===== config.mk =====
export PLATFORM = sky130hd
export DESIGN_NAME = ising_run_ctrl
export DESIGN_NICKNAME = d
export VERILOG_FILES = /design/src/rtl/ising_run_ctrl.sv
export SDC_FILE = /design/constraint.sdc
export NUM_CORES = 1
export LEC_CHECK = 0
export CAP_MARGIN = 5
export CELL_PAD_IN_SITES_DETAIL_PLACEMENT = 1
export CELL_PAD_IN_SITES_GLOBAL_PLACEMENT = 1
export CORE_MARGIN = 2
export CORE_UTILIZATION = 25
export CTS_CLUSTER_DIAMETER = 150
export DETAILED_ROUTE_END_ITERATION = 12
export DONT_BUFFER_PORTS = 1
export MAX_ROUTING_LAYER = met4
export PLACE_DENSITY = 0.49
export SLEW_MARGIN = 30
export SYNTH_ARGS = -nofsm -noshare
export SYNTH_HDL_FRONTEND = slang
export SYNTH_SLANG_ARGS = --single-unit

===== constraint.sdc =====
create_clock -name clk -period 2.3 [get_ports clk]
set_input_delay 0.23 -clock clk [delete_from_list [all_inputs] [get_ports clk]]
set_output_delay 0.23 -clock clk [all_outputs]
set_load 0.05 [all_outputs]

===== src/rtl/ising_run_ctrl.sv =====
// ising_run_ctrl: run controller for the Ising core and its sampler.
//   Collects a weight image from a narrow config stream into a shadow
//   register. On start it commits the image to the core, holds the core in
//   reset for a settle window, releases it for a programmed number of cycles,
//   then returns the final phase vector and a phase-activity count.
// Ports:
//   clk, rstn                  clock, async active-low reset
//   cfg_valid/cfg_ready/cfg_data  config word stream (accepted only in IDLE)
//   cfg_loaded                 a full image has been received since reset
//   start, run_cycles, abort   run control (run_cycles latched at start)
//   busy                       controller not idle
//   weights, ising_rstn        drive the Ising core
//   phase                      sampled phase vector from the sampler
//   res_valid/res_ready, res_phase, res_flips  result port
module ising_run_ctrl #(
  parameter int unsigned N             = 3,
  parameter int unsigned NUM_WEIGHTS   = 5,
  parameter int unsigned WORD_W        = 8,
  parameter int unsigned RUN_W         = 16,
  parameter int unsigned SETTLE_CYCLES = 4,
  parameter int unsigned FLIP_W        = 8,
  localparam int unsigned WB = $clog2(NUM_WEIGHTS) * (N * (N - 1) / 2),
  localparam int unsigned NW = (WB + WORD_W - 1) / WORD_W
) (
  input  logic              clk,
  input  logic              rstn,
  input  logic              cfg_valid,
  output logic              cfg_ready,
  input  logic [WORD_W-1:0] cfg_data,
  output logic              cfg_loaded,
  input  logic              start,
  input  logic [RUN_W-1:0]  run_cycles,
  input  logic              abort,
  output logic              busy,
  output logic [WB-1:0]     weights,
  output logic              ising_rstn,
  input  logic [N-1:0]      phase,
  output logic              res_valid,
  input  logic              res_ready,
  output logic [N-1:0]      res_phase,
  output logic [FLIP_W-1:0] res_flips
);

  localparam int unsigned IDX_W = (NW > 1) ? $clog2(NW) : 1;
  localparam int unsigned SC_W  = (SETTLE_CYCLES > 1) ? $clog2(SETTLE_CYCLES) : 1;
  localparam int unsigned DW_W  = (WORD_W > 1) ? $clog2(WORD_W) : 1;

  localparam logic [IDX_W-1:0]  LAST_IDX    = IDX_W'(NW - 1);
  localparam logic [SC_W-1:0]   LAST_SETTLE = SC_W'(SETTLE_CYCLES - 1);
  localparam logic [FLIP_W-1:0] FLIP_MAX    = '1;

  typedef enum logic [1:0] {
    IDLE   = 2'd0,
    SETTLE = 2'd1,
    RUN    = 2'd2,
    DONE   = 2'd3
  } state_e;

  state_e            state_q, state_d;
  logic [WB-1:0]     shadow_q, shadow_d;
  logic [IDX_W-1:0]  word_idx_q, word_idx_d;
  logic              cfg_loaded_q, cfg_loaded_d;
  logic [WB-1:0]     weights_q, weights_d;
  logic              ising_rstn_q, ising_rstn_d;
  logic [SC_W-1:0]   settle_cnt_q, settle_cnt_d;
  logic [RUN_W-1:0]  run_rem_q, run_rem_d;
  logic [N-1:0]      prev_phase_q, prev_phase_d;
  logic              res_valid_q, res_valid_d;
  logic [N-1:0]      res_phase_q, res_phase_d;
  logic [FLIP_W-1:0] res_flips_q, res_flips_d;

  // State and datapath registers
  always_ff @(posedge clk or negedge rstn) begin
    if (!rstn) begin
      state_q      <= IDLE;
      shadow_q     <= '0;
      word_idx_q   <= '0;
      cfg_loaded_q <= 1'b0;
      weights_q    <= '0;
      ising_rstn_q <= 1'b0;
      settle_cnt_q <= '0;
      run_rem_q    <= '0;
      prev_phase_q <= '0;
      res_valid_q  <= 1'b0;
      res_phase_q  <= '0;
      res_flips_q  <= '0;
    end else begin
      state_q      <= state_d;
      shadow_q     <= shadow_d;
      word_idx_q   <= word_idx_d;
      cfg_loaded_q <= cfg_loaded_d;
      weights_q    <= weights_d;
      ising_rstn_q <= ising_rstn_d;
      settle_cnt_q <= settle_cnt_d;
      run_rem_q    <= run_rem_d;
      prev_phase_q <= prev_phase_d;
      res_valid_q  <= res_valid_d;
      res_phase_q  <= res_phase_d;
      res_flips_q  <= res_flips_d;
    end
  end

  // Next-state and datapath update
  always_comb begin
    state_d      = state_q;
    shadow_d     = shadow_q;
    word_idx_d   = word_idx_q;
    cfg_loaded_d = cfg_loaded_q;
    weights_d    = weights_q;
    ising_rstn_d = ising_rstn_q;
    settle_cnt_d = settle_cnt_q;
    run_rem_d    = run_rem_q;
    prev_phase_d = prev_phase_q;
    res_valid_d  = res_valid_q;
    res_phase_d  = res_phase_q;
    res_flips_d  = res_flips_q;

    unique case (state_q)
      IDLE: begin
        // Commit reads shadow_q, so a word written in the same cycle lands
        // in the shadow but not in this run's weights.
        if (start && cfg_loaded_q) begin
          weights_d    = shadow_q;
          run_rem_d    = (run_cycles == '0) ? RUN_W'(1) : run_cycles;
          res_flips_d  = '0;
          settle_cnt_d = '0;
          ising_rstn_d = 1'b0;
          state_d      = SETTLE;
        end
        if (cfg_valid) begin
          // Bits of the last word beyond WB-1 have no home and are dropped.
          for (int unsigned b = 0; b < WB; b++) begin
            if (word_idx_q == IDX_W'(b / WORD_W)) begin
              shadow_d[b] = cfg_data[DW_W'(b % WORD_W)];
            end
          end
          if (word_idx_q == LAST_IDX) begin
            word_idx_d   = '0;
            cfg_loaded_d = 1'b1;
          end else begin
            word_idx_d = word_idx_q + IDX_W'(1);
          end
        end
      end

      SETTLE: begin
        if (abort) begin
          ising_rstn_d = 1'b0;
          state_d      = IDLE;
        end else if (settle_cnt_q == LAST_SETTLE) begin
          ising_rstn_d = 1'b1;
          prev_phase_d = '0;
          state_d      = RUN;
        end else begin
          settle_cnt_d = settle_cnt_q + SC_W'(1);
        end
      end

      RUN: begin
        if (abort) begin
          ising_rstn_d = 1'b0;
          state_d      = IDLE;
        end else begin
          // Activity count: one per cycle where phase moved, saturating.
          if ((phase != prev_phase_q) && (res_flips_q != FLIP_MAX)) begin
            res_flips_d = res_flips_q + FLIP_W'(1);
          end
          prev_phase_d = phase;
          if (run_rem_q == RUN_W'(1)) begin
            res_phase_d = phase;
            res_valid_d = 1'b1;
            state_d     = DONE;
          end else begin
            run_rem_d = run_rem_q - RUN_W'(1);
          end
        end
      end

      DONE: begin
        if (res_ready) begin
          res_valid_d = 1'b0;
          state_d     = IDLE;
        end
      end

      default: state_d = IDLE;
    endcase
  end

  // Handshake/status decoded from state; everything else comes from flops
  assign cfg_ready  = (state_q == IDLE);
  assign busy       = (state_q != IDLE);
  assign cfg_loaded = cfg_loaded_q;
  assign weights    = weights_q;
  assign ising_rstn = ising_rstn_q;
  assign res_valid  = res_valid_q;
  assign res_phase  = res_phase_q;
  assign res_flips  = res_flips_q;

endmodule


After elaboration in Yosys (flattened, before gate mapping)
Index checks and enable logic that the tools add are counted.
W data, S select, Z words.
- ROM bits: 0
- bits in registers: 56
- word-level logic and storage cells: 94
- output and inout bits: 25
- memories kept: 0
- RAM bits: 0
- latch bits: 0
- shift-type cells: 0
- $mul: 0
- bitwise operators: 2
- divide/modulo/power cells: 0
- equality and inequality tests: 19
- add/subtract/negate cells: 4
- mux-type cells: 34
- $lt $le $gt $ge: 0
- reductions and logical operators: 22
- operator list (operator ; count):
    $mux W16 ; 4
    $pmux W16 S2 ; 1
    $reduce_and A4 Y1 ; 7
    $mux W8 ; 3
    $mux W2 ; 9
    $ne A2 B2 Y1 const B ; 9
    $eq A16 B1 Y1 const B ; 1
    $logic_not A16 Y1 ; 1
    $pmux W8 S2 ; 1
    $sub A16 B1 Y16 const B ; 1
    $reduce_bool A2 Y1 ; 5
    $mux W3 ; 3
    $reduce_and A3 Y1 ; 3
    $add A8 B1 Y8 const B ; 1
    $mux W1 ; 8
    $ne A8 B8 Y1 const B ; 1
    $pmux W2 S4 ; 1
    $eq A2 B2 Y1 const B ; 3
    $ne A3 B3 Y1 const B ; 2
    $pmux W3 S2 ; 1
    $pmux W2 S2 ; 1
    $reduce_and A2 Y1 ; 2
    $ne A3 B3 Y1 ; 1
    $pmux W1 S3 ; 1
    other kinds (9) ; 11

Longest topological paths before layout
Gate-level depths: netlist (run 1).
- word-level depth: 5
- gate-level depth with buffers: 7
- depth with buffers taken out: 6

Worst setup path after synthesis (run 1)
No wires, ideal clock.
- path type: flip-flop to flip-flop
- from: register state_q[0]
- to: register shadow_q[0]
- arrival time: 2180 ps
- path slack: -5 ps
- cell stages (with the launch flop): 6
- required time: 2175 ps
- period minus slack after synthesis: 2305 ps
- cell sequence: dfrtp_1 -> buf_2 -> nor2_1 -> nand2_1 -> nor2_2 -> mux2_2
- cells in the longest elaborated chain, start to end: 2
- RTL lines (element ; RTL line ; source):
    start: declaration ; 59 ; state_e state_q, state_d;
    start signal: assignment ; 88 ; state_q <= state_d;
    $logic_not A2 Y1 ; n/a ;
    via cfg_ready ; 28 ; output logic cfg_ready,
    $reduce_and A3 Y1 (no line) ; n/a ;
    end signal: assignment ; 89 ; shadow_q <= shadow_d;
    end: declaration ; 60 ; logic [WB-1:0] shadow_q, shadow_d;
The timed path passes the listed nets, and every way through them passes these cells.
A chain may end at the register's enable or synchronous reset.

Worst setup path in the final report (run 1)
- from: register run_rem_q[0]
- to: register run_rem_q[14]
- cells in the longest elaborated chain, start to end: 4
- elaborated cells on any way between the ends: 7
- RTL lines (element ; RTL line ; source):
    start: declaration ; 66 ; logic [RUN_W-1:0] run_rem_q, run_rem_d;
    start signal: assignment ; 95 ; run_rem_q <= run_rem_d;
    $sub A16 B1 Y16 ; 174 ; run_rem_d = run_rem_q - RUN_W'(1);
    $mux W16 ; 169 ; if (run_rem_q == RUN_W'(1)) begin
    $mux W16 ; 160 ; if (abort) begin
    $pmux W16 S2 ; 118 ; unique case (state_q)
Several ways; a longest one is shown, not always the timed one. The select of a mux whose other input is x is not followed.

==> impl_metrics.json, run 1 <==
{
  "worst-setup-path-type": "flop to flop",
  "instances_no_fill": 499,
  "ir_worst_vdd_mv": 0.510,
  "drc": 0,
  "crit_end": "run_rem_q[14]",
  "async_reset_ff_share_pct": 100,
  "p_leak_nw": 1.51,
  "period_share_pct": 95.9,
  "timing.hold.worst.class": "primary input to flop",
  "cts_buffer_depth": 2,
  "overflow": 0,
  "cp_max_fo": 5,
  "finalSetupTns_ps": 0,
  "finalNetCount": 388,
  "wl_per_cell_um": 18.8,
  "grt_start_max_net_pins": 57,
  "synth_edf_count": 0,
  "hpwl_mm": 6.94,
  "synth.net_count": 365,
  "gp_congestion": 0.814,
  "critPathLaunchType": "flop",
  "htree_num_levels": 2,
  "gr-usage-all-layers_pct": 15.5,
  "rows": 40,
  "slew_headroom_pct": 60.7,
  "synthFlopType": "dfrtp_1",
  "cp.required_ps": 2490,
  "final_antenna_net_count": 0,
  "clock_latency_ps": 300,
  "start_util_pct": 25.5,
  "critical_path.startpoint": "run_rem_q[0]",
  "io_pins": 58,
  "reg2reg_to": "run_rem_q[14]",
  "grt_antenna_before_repair": 0,
  "ys_types": 55,
  "avgSynthCellArea_um2": 9.35,
  "final_layout_size_suffix_gt1_share_pct": 17.9,
  "hold_viol": 0,
  "cts_tree": "yes",
  "setup_viol": 0,
  "vias": 2656,
  "io_buffer_count": 0,
  "place_inst": 489,
  "r2r_slack_ps": 90,
  "viasPerCell": 5.32,
  "num_antenna_cells": 0,
  "post_cts_buffers": 0,
  "status": "finished clean",
  "r2r_start": "run_rem_q[0]",
  "grt_pass1_vias": 2764,
  "design.die.area_um2": 13200,
  "drt_iter0_drc": 91,
  "worstMarginPinSlew_ps": 584,
  "r2r_cells": 6,
  "slew_viol_final": 0,
  "synth_seq_cells": 56,
  "powerDensity_nw_per_um2": 1100,
  "max_freq_ghz": 0.454,
  "synth_area_leaders": "dfrtp_1 46%, nand2_1 7.7%, mux2_2 4.8%",
  "core_area_um2": 12000,
  "dr.pass1.iters": 4,
  "synth_top_area_share_pct": 45.7,
  "drt_wl_total_mm": 9.38,
  "syn_area_um2": 3070,
  "clkTransAtPathRegs_ps": 80,
  "die_x_um": 115,
  "yosysTopAreaCell": "dfrtp_1",
  "rsz0062_at_grt": "false",
  "fin_area_um2": 3620,
  "syn_inst": 328,
  "area_growth_pct": 17.9,
  "dpl_cell_area_um2": 3420,
  "arrival_ps": 2400,
  "yosysSeqAreaShare_pct": 45.7,
  "grt_pass1_wl_mm": 15.6,
  "synth_warnings": 0,
  "die_h_um": 115,
  "cts_buffers": 5,
  "n_fill_cell": 1397,
  "cap_violations": 0,
  "end_kind": "flop",
  "finalCriticalPeriod_ps": 2210,
  "cts_root_buf": "clkbuf_16",
  "clock_skew_ps": 5.97,
  "whs_ps": 71.0,
  "cts_sinks": 56
}
==> layer usage <==
layer	routed length, um	global-route usage [%]	vias to the layer above
met1	4440	21.1	1330
li1	-	-	1262
met3	383	2.90	13
met5	0	-	-
met2	4350	23.5	51
met4	199	4.82	0
==> logic make-up (layout without fill, tap and decap cells) <==
logic type,count (synthesis),count (layout),synth area share (%)
adder cells (fa/ha/maj),4,4,1.63
AO/OA/AOI/OAI,68,68,15.7
XOR/XNOR,4,4,1.14
multiplexers,17,17,6.08
AND/OR/NAND/NOR,154,154,26.6
flip-flops,56,56,45.7
buffers and inverters,25,49,3.22
==> sequential cells by signal (all words and copies together), names as in the netlist <==
| register | flops |
|---|---|
| ising_rstn | 1 |
| run_rem_q | 16 |
| res_valid | 1 |
| cfg_loaded | 1 |
| res_phase | 3 |
| state_q | 2 |
| settle_cnt_q | 2 |
| weights | 9 |
| word_idx_q | 1 |
| shadow_q | 9 |
| res_flips | 8 |
| prev_phase_q | 3 |
==> cells in the final DEF (no fill, tap or decap), drive strengths merged, types with 5 or more instances in the layout <==
cell	Yosys	final
a21oi	10	10
a31oi	5	5
buf	6	30
clkbuf	9	5
dfrtp	56	56
inv	10	12
mux2	13	13
nand2	63	63
nand3	14	14
nor2	16	16
nor3	10	10
nor4	10	10
o211ai	8	8
o21ai	12	12
o22ai	6	6
or4	5	5
==> critical path, cell delays in order (launching register included) <==
cell and delay [ps]:
dfrtp_1 430, inv_1 130, ha_1 230, nor3b_1 290, nand4b_1 230, or4_1 520
a32o_1 270
==> power breakdown <==
| part | total [mW] | switching [mW] | internal, mW |
|---|---|---|---|
| Sequential | 1.97 | 0.659 | 1.31 |
| Combinational | 1.21 | 0.679 | 0.534 |
| Clock | 0.808 | 0.395 | 0.413 |
==> cell type report <==
cell class	instances	area, um^2	area share, %
Clock inverter	3	25.0	0.692
Sequential cell	56	1400	38.8
Timing Repair Buffer	31	268	7.40
Tap cell	147	184	5.09
Clock buffer	5	125	3.46
Inverter	10	37.5	1.04
Multi-Input combinational cell	247	1580	43.6
==> synthesized netlist by cell type (all sizes together) (4+ instances only) <==
| cell type | n |
|---|---|
| dfrtp | 56 |
| or4 | 5 |
| xnor2 | 4 |
| a21oi | 10 |
| nor3 | 10 |
| mux2i | 4 |
| o22ai | 6 |
| nand3 | 14 |
| inv | 10 |
| nand2 | 63 |
| and3 | 4 |
| clkbuf | 9 |
| or3 | 4 |
| o211ai | 8 |
| nor2 | 16 |
| buf | 6 |
| o21ai | 12 |
| ha | 4 |
| mux2 | 13 |
| o311ai | 4 |
| nand4b | 4 |
| a31oi | 5 |
| nor4 | 10 |
==> how the worst min path moves through the flow <==
stage | from | end | slack, ps | cells past startpoint
2_1_floorplan | rstn | cfg_loaded | -70 | 0
3_3_place_gp | rstn | ising_rstn | -60 | 0
3_5_place_dp | rstn | res_phase[1] | -60 | 0
4_1_cts | cfg_data[0] | shadow_q[8] | 60 | 1
5_1_grt | cfg_data[5] | shadow_q[5] | 60 | 1
6_report | cfg_data[0] | shadow_q[8] | 70 | 1
==> per-stage QoR <==
step	setup WS, ps	power [mW]	util, %
final	94.9	3.99	30.1
after detailed placement	144	3.18	28.5
after global routing	13.2	4.27	30.1
after global placement	221	3.16	28.5
after CTS	112	4.05	30.1
after floorplan	302	2.76	-
==> repair_timing <==
action / 4_1_cts / 5_1_grt
hold buffers: 2 / 0
hold endpoints to repair: 56 / 0
setup endpoints to repair: 0 / 3
gates resized for setup: 0 / 1
No activity file was read; power rests on OpenSTA's default activity.
==> run 2: changes to the inputs <==
RECOVER_POWER = 50   (was not set)
==> impl_metrics.json, run 2 (synthesis gave the netlist of run 1 again) <==
{
  "rsz0062_at_grt": "false",
  "ir_worst_vdd_mv": 0.511,
  "whs_path_depth": 1,
  "cp_max_fo": 5,
  "gp_congestion": 0.814,
  "grt_pass1_wl_mm": 15.6,
  "cts_buffers": 5,
  "dr.pass1.iters": 4,
  "layout_common_cells": "63 x nand2_1, 56 x dfrtp_1, 23 x buf_4",
  "max_stage_delay_ps": 520,
  "n_fill_cell": 1400,
  "p_clk_share_pct": 20.3,
  "combPwrFrac_pct": 30.3,
  "cap_violations": 1,
  "area_growth_pct": 16.5,
  "critPathLaunchType": "flop",
  "num_antenna_cells": 0,
  "switching_share_pct": 43.5,
  "p_leak_nw": 1.48,
  "final_util_pct": 29.8,
  "powerDensity_nw_per_um2": 1120,
  "hpwl_mm": 6.94,
  "clock_skew_ps": 7.57,
  "gr-usage-all-layers_pct": 15.5,
  "drc": 0,
  "violations": "capacitance limit, slew limit",
  "io_pins": 58,
  "slew_headroom_pct": -1.25,
  "worstMarginPinSlew_ps": 1520,
  "grt_antenna_before_repair": 0,
  "finalNetCount": 388,
  "finalCriticalPeriod_ps": 2190,
  "setup_viol": 0,
  "grt_pass1_vias": 2764,
  "cp.required_ps": 2490,
  "cts_buffer_depth": 2,
  "instances_no_fill": 499,
  "overflow": 0,
  "intPower_mw": 2.25,
  "drt_iter0_drc": 94,
  "final_layout_size_suffix_gt1_share_pct": 16.5,
  "htree_num_levels": 2,
  "drt_wl_total_mm": 9.43,
  "largest_register": "run_rem_q",
  "layout.cells.most_common": "nand2_1",
  "largest_reg_flops": 16,
  "slew_viol_final": 57,
  "start_util_pct": 25.5,
  "cts_tree": "yes",
  "worst-setup-path-type": "flop to flop",
  "design.die.area_um2": 13200,
  "vias": 2666,
  "viasPerCell": 5.34,
  "clkTransAtPathRegs_ps": 80,
  "p_switching_mw": 1.74,
  "grt_start_max_net_pins": 57,
  "crit_chain": "inv_1 > ha_1 > nor3b_1 > nand4b_1 > or4_1 > a32o_1",
  "post_cts_buffers": 0,
  "io_buffer_count": 0,
  "end_kind": "flop",
  "arrival_ps": 2390,
  "period_share_pct": 95.4,
  "max_freq_ghz": 0.456,
  "cpMaxStageDelayCell": "or4_1",
  "cts_root_buf": "clkbuf_16",
  "core_area_um2": 12000,
  "wl_per_cell_um": 18.9,
  "final_antenna_net_count": 0,
  "r2r_cells": 6,
  "timing.hold.worst.class": "primary input to flop",
  "hold_viol": 0,
  "die_h_um": 115,
  "cts_sinks": 56,
  "finalSetupTns_ps": 0,
  "rows": 40,
  "clock_latency_ps": 300,
  "place_inst": 489,
  "seq_power_share_pct": 49.4,
  "status": "finished with violations",
  "die_x_um": 115
}
## run 2: cell types whose count changed in the layout (fill, tap and decap cells not counted), sizes merged
cell    before  now
clkbuf       5   11
buf         30   24
## run 2: through the flow
step	setup slack [ps]	hold slack [ps]	total power, mW	cell area (um^2)
global placement	221	-62.4	3.16	3420
CTS	112	61.4	4.05	3610
detailed placement	144	-63.6	3.18	3420
floorplan	302	-65.6	2.76	3070
finish	106	68.8	3.99	3570
global route	13.2	58.6	4.27	3570
## run 2: worst max-delay path: cells and delay by family, from the launching register on
kind	cells	cell delay, ps
buffers and inverters	1	130
adder cells (fa/ha/maj)	1	230
AO/OA/AOI/OAI	1	270
flip-flops	1	430
AND/OR/NAND/NOR	3	1040
## run 2: power by group through the flow
stage,logic (mW),clock network (mW),registers (mW)
3_3_place_gp,1.18,0,1.98
5_1_grt,1.36,0.879,2.03
4_1_cts,1.23,0.849,1.97
2_1_floorplan,0.908,0,1.85
6_report,1.21,0.810,1.97
3_5_place_dp,1.19,0,1.99
## run 2: path summary, 6_finish.rpt
| kind | end | slack [ps] | startpoint |
|---|---|---|---|
| max in group asynchronous | run_rem_q[5] | 550 | rstn |
| min in group asynchronous | state_q[1] | 850 | rstn |
| max | run_rem_q[14] | 110 | run_rem_q[0] |
| min | shadow_q[8] | 70 | cfg_data[0] |
| min reg2reg | weights[0] | 470 | shadow_q[0] |
| max reg2reg | run_rem_q[14] | 110 | run_rem_q[0] |
## run 2: final cells by class
type	instances	area [um^2]	share of cell area (%)
multi-input cells	247	1580	44.1
flip-flops and latches	56	1400	39.2
repair buffers	31	226	6.34
well taps	147	184	5.15
clock buffers	5	125	3.50
inverters	10	37.5	1.05
clock inverters	3	25.0	0.700
## run 2: per-layer routing
metal | vias up | global-route usage, % | wire length, um
li1 | 1261 | - | -
met1 | 1332 | 21.1 | 4520
met2 | 60 | 23.5 | 4340
met3 | 13 | 2.90 | 376
met4 | 0 | 4.82 | 195
met5 | - | - | 0
## run 2: timing repair
action	in CTS	in global routing
hold endpoints to repair	56	0
setup endpoints to repair	0	3
hold buffers	2	0
gates resized for setup	0	1
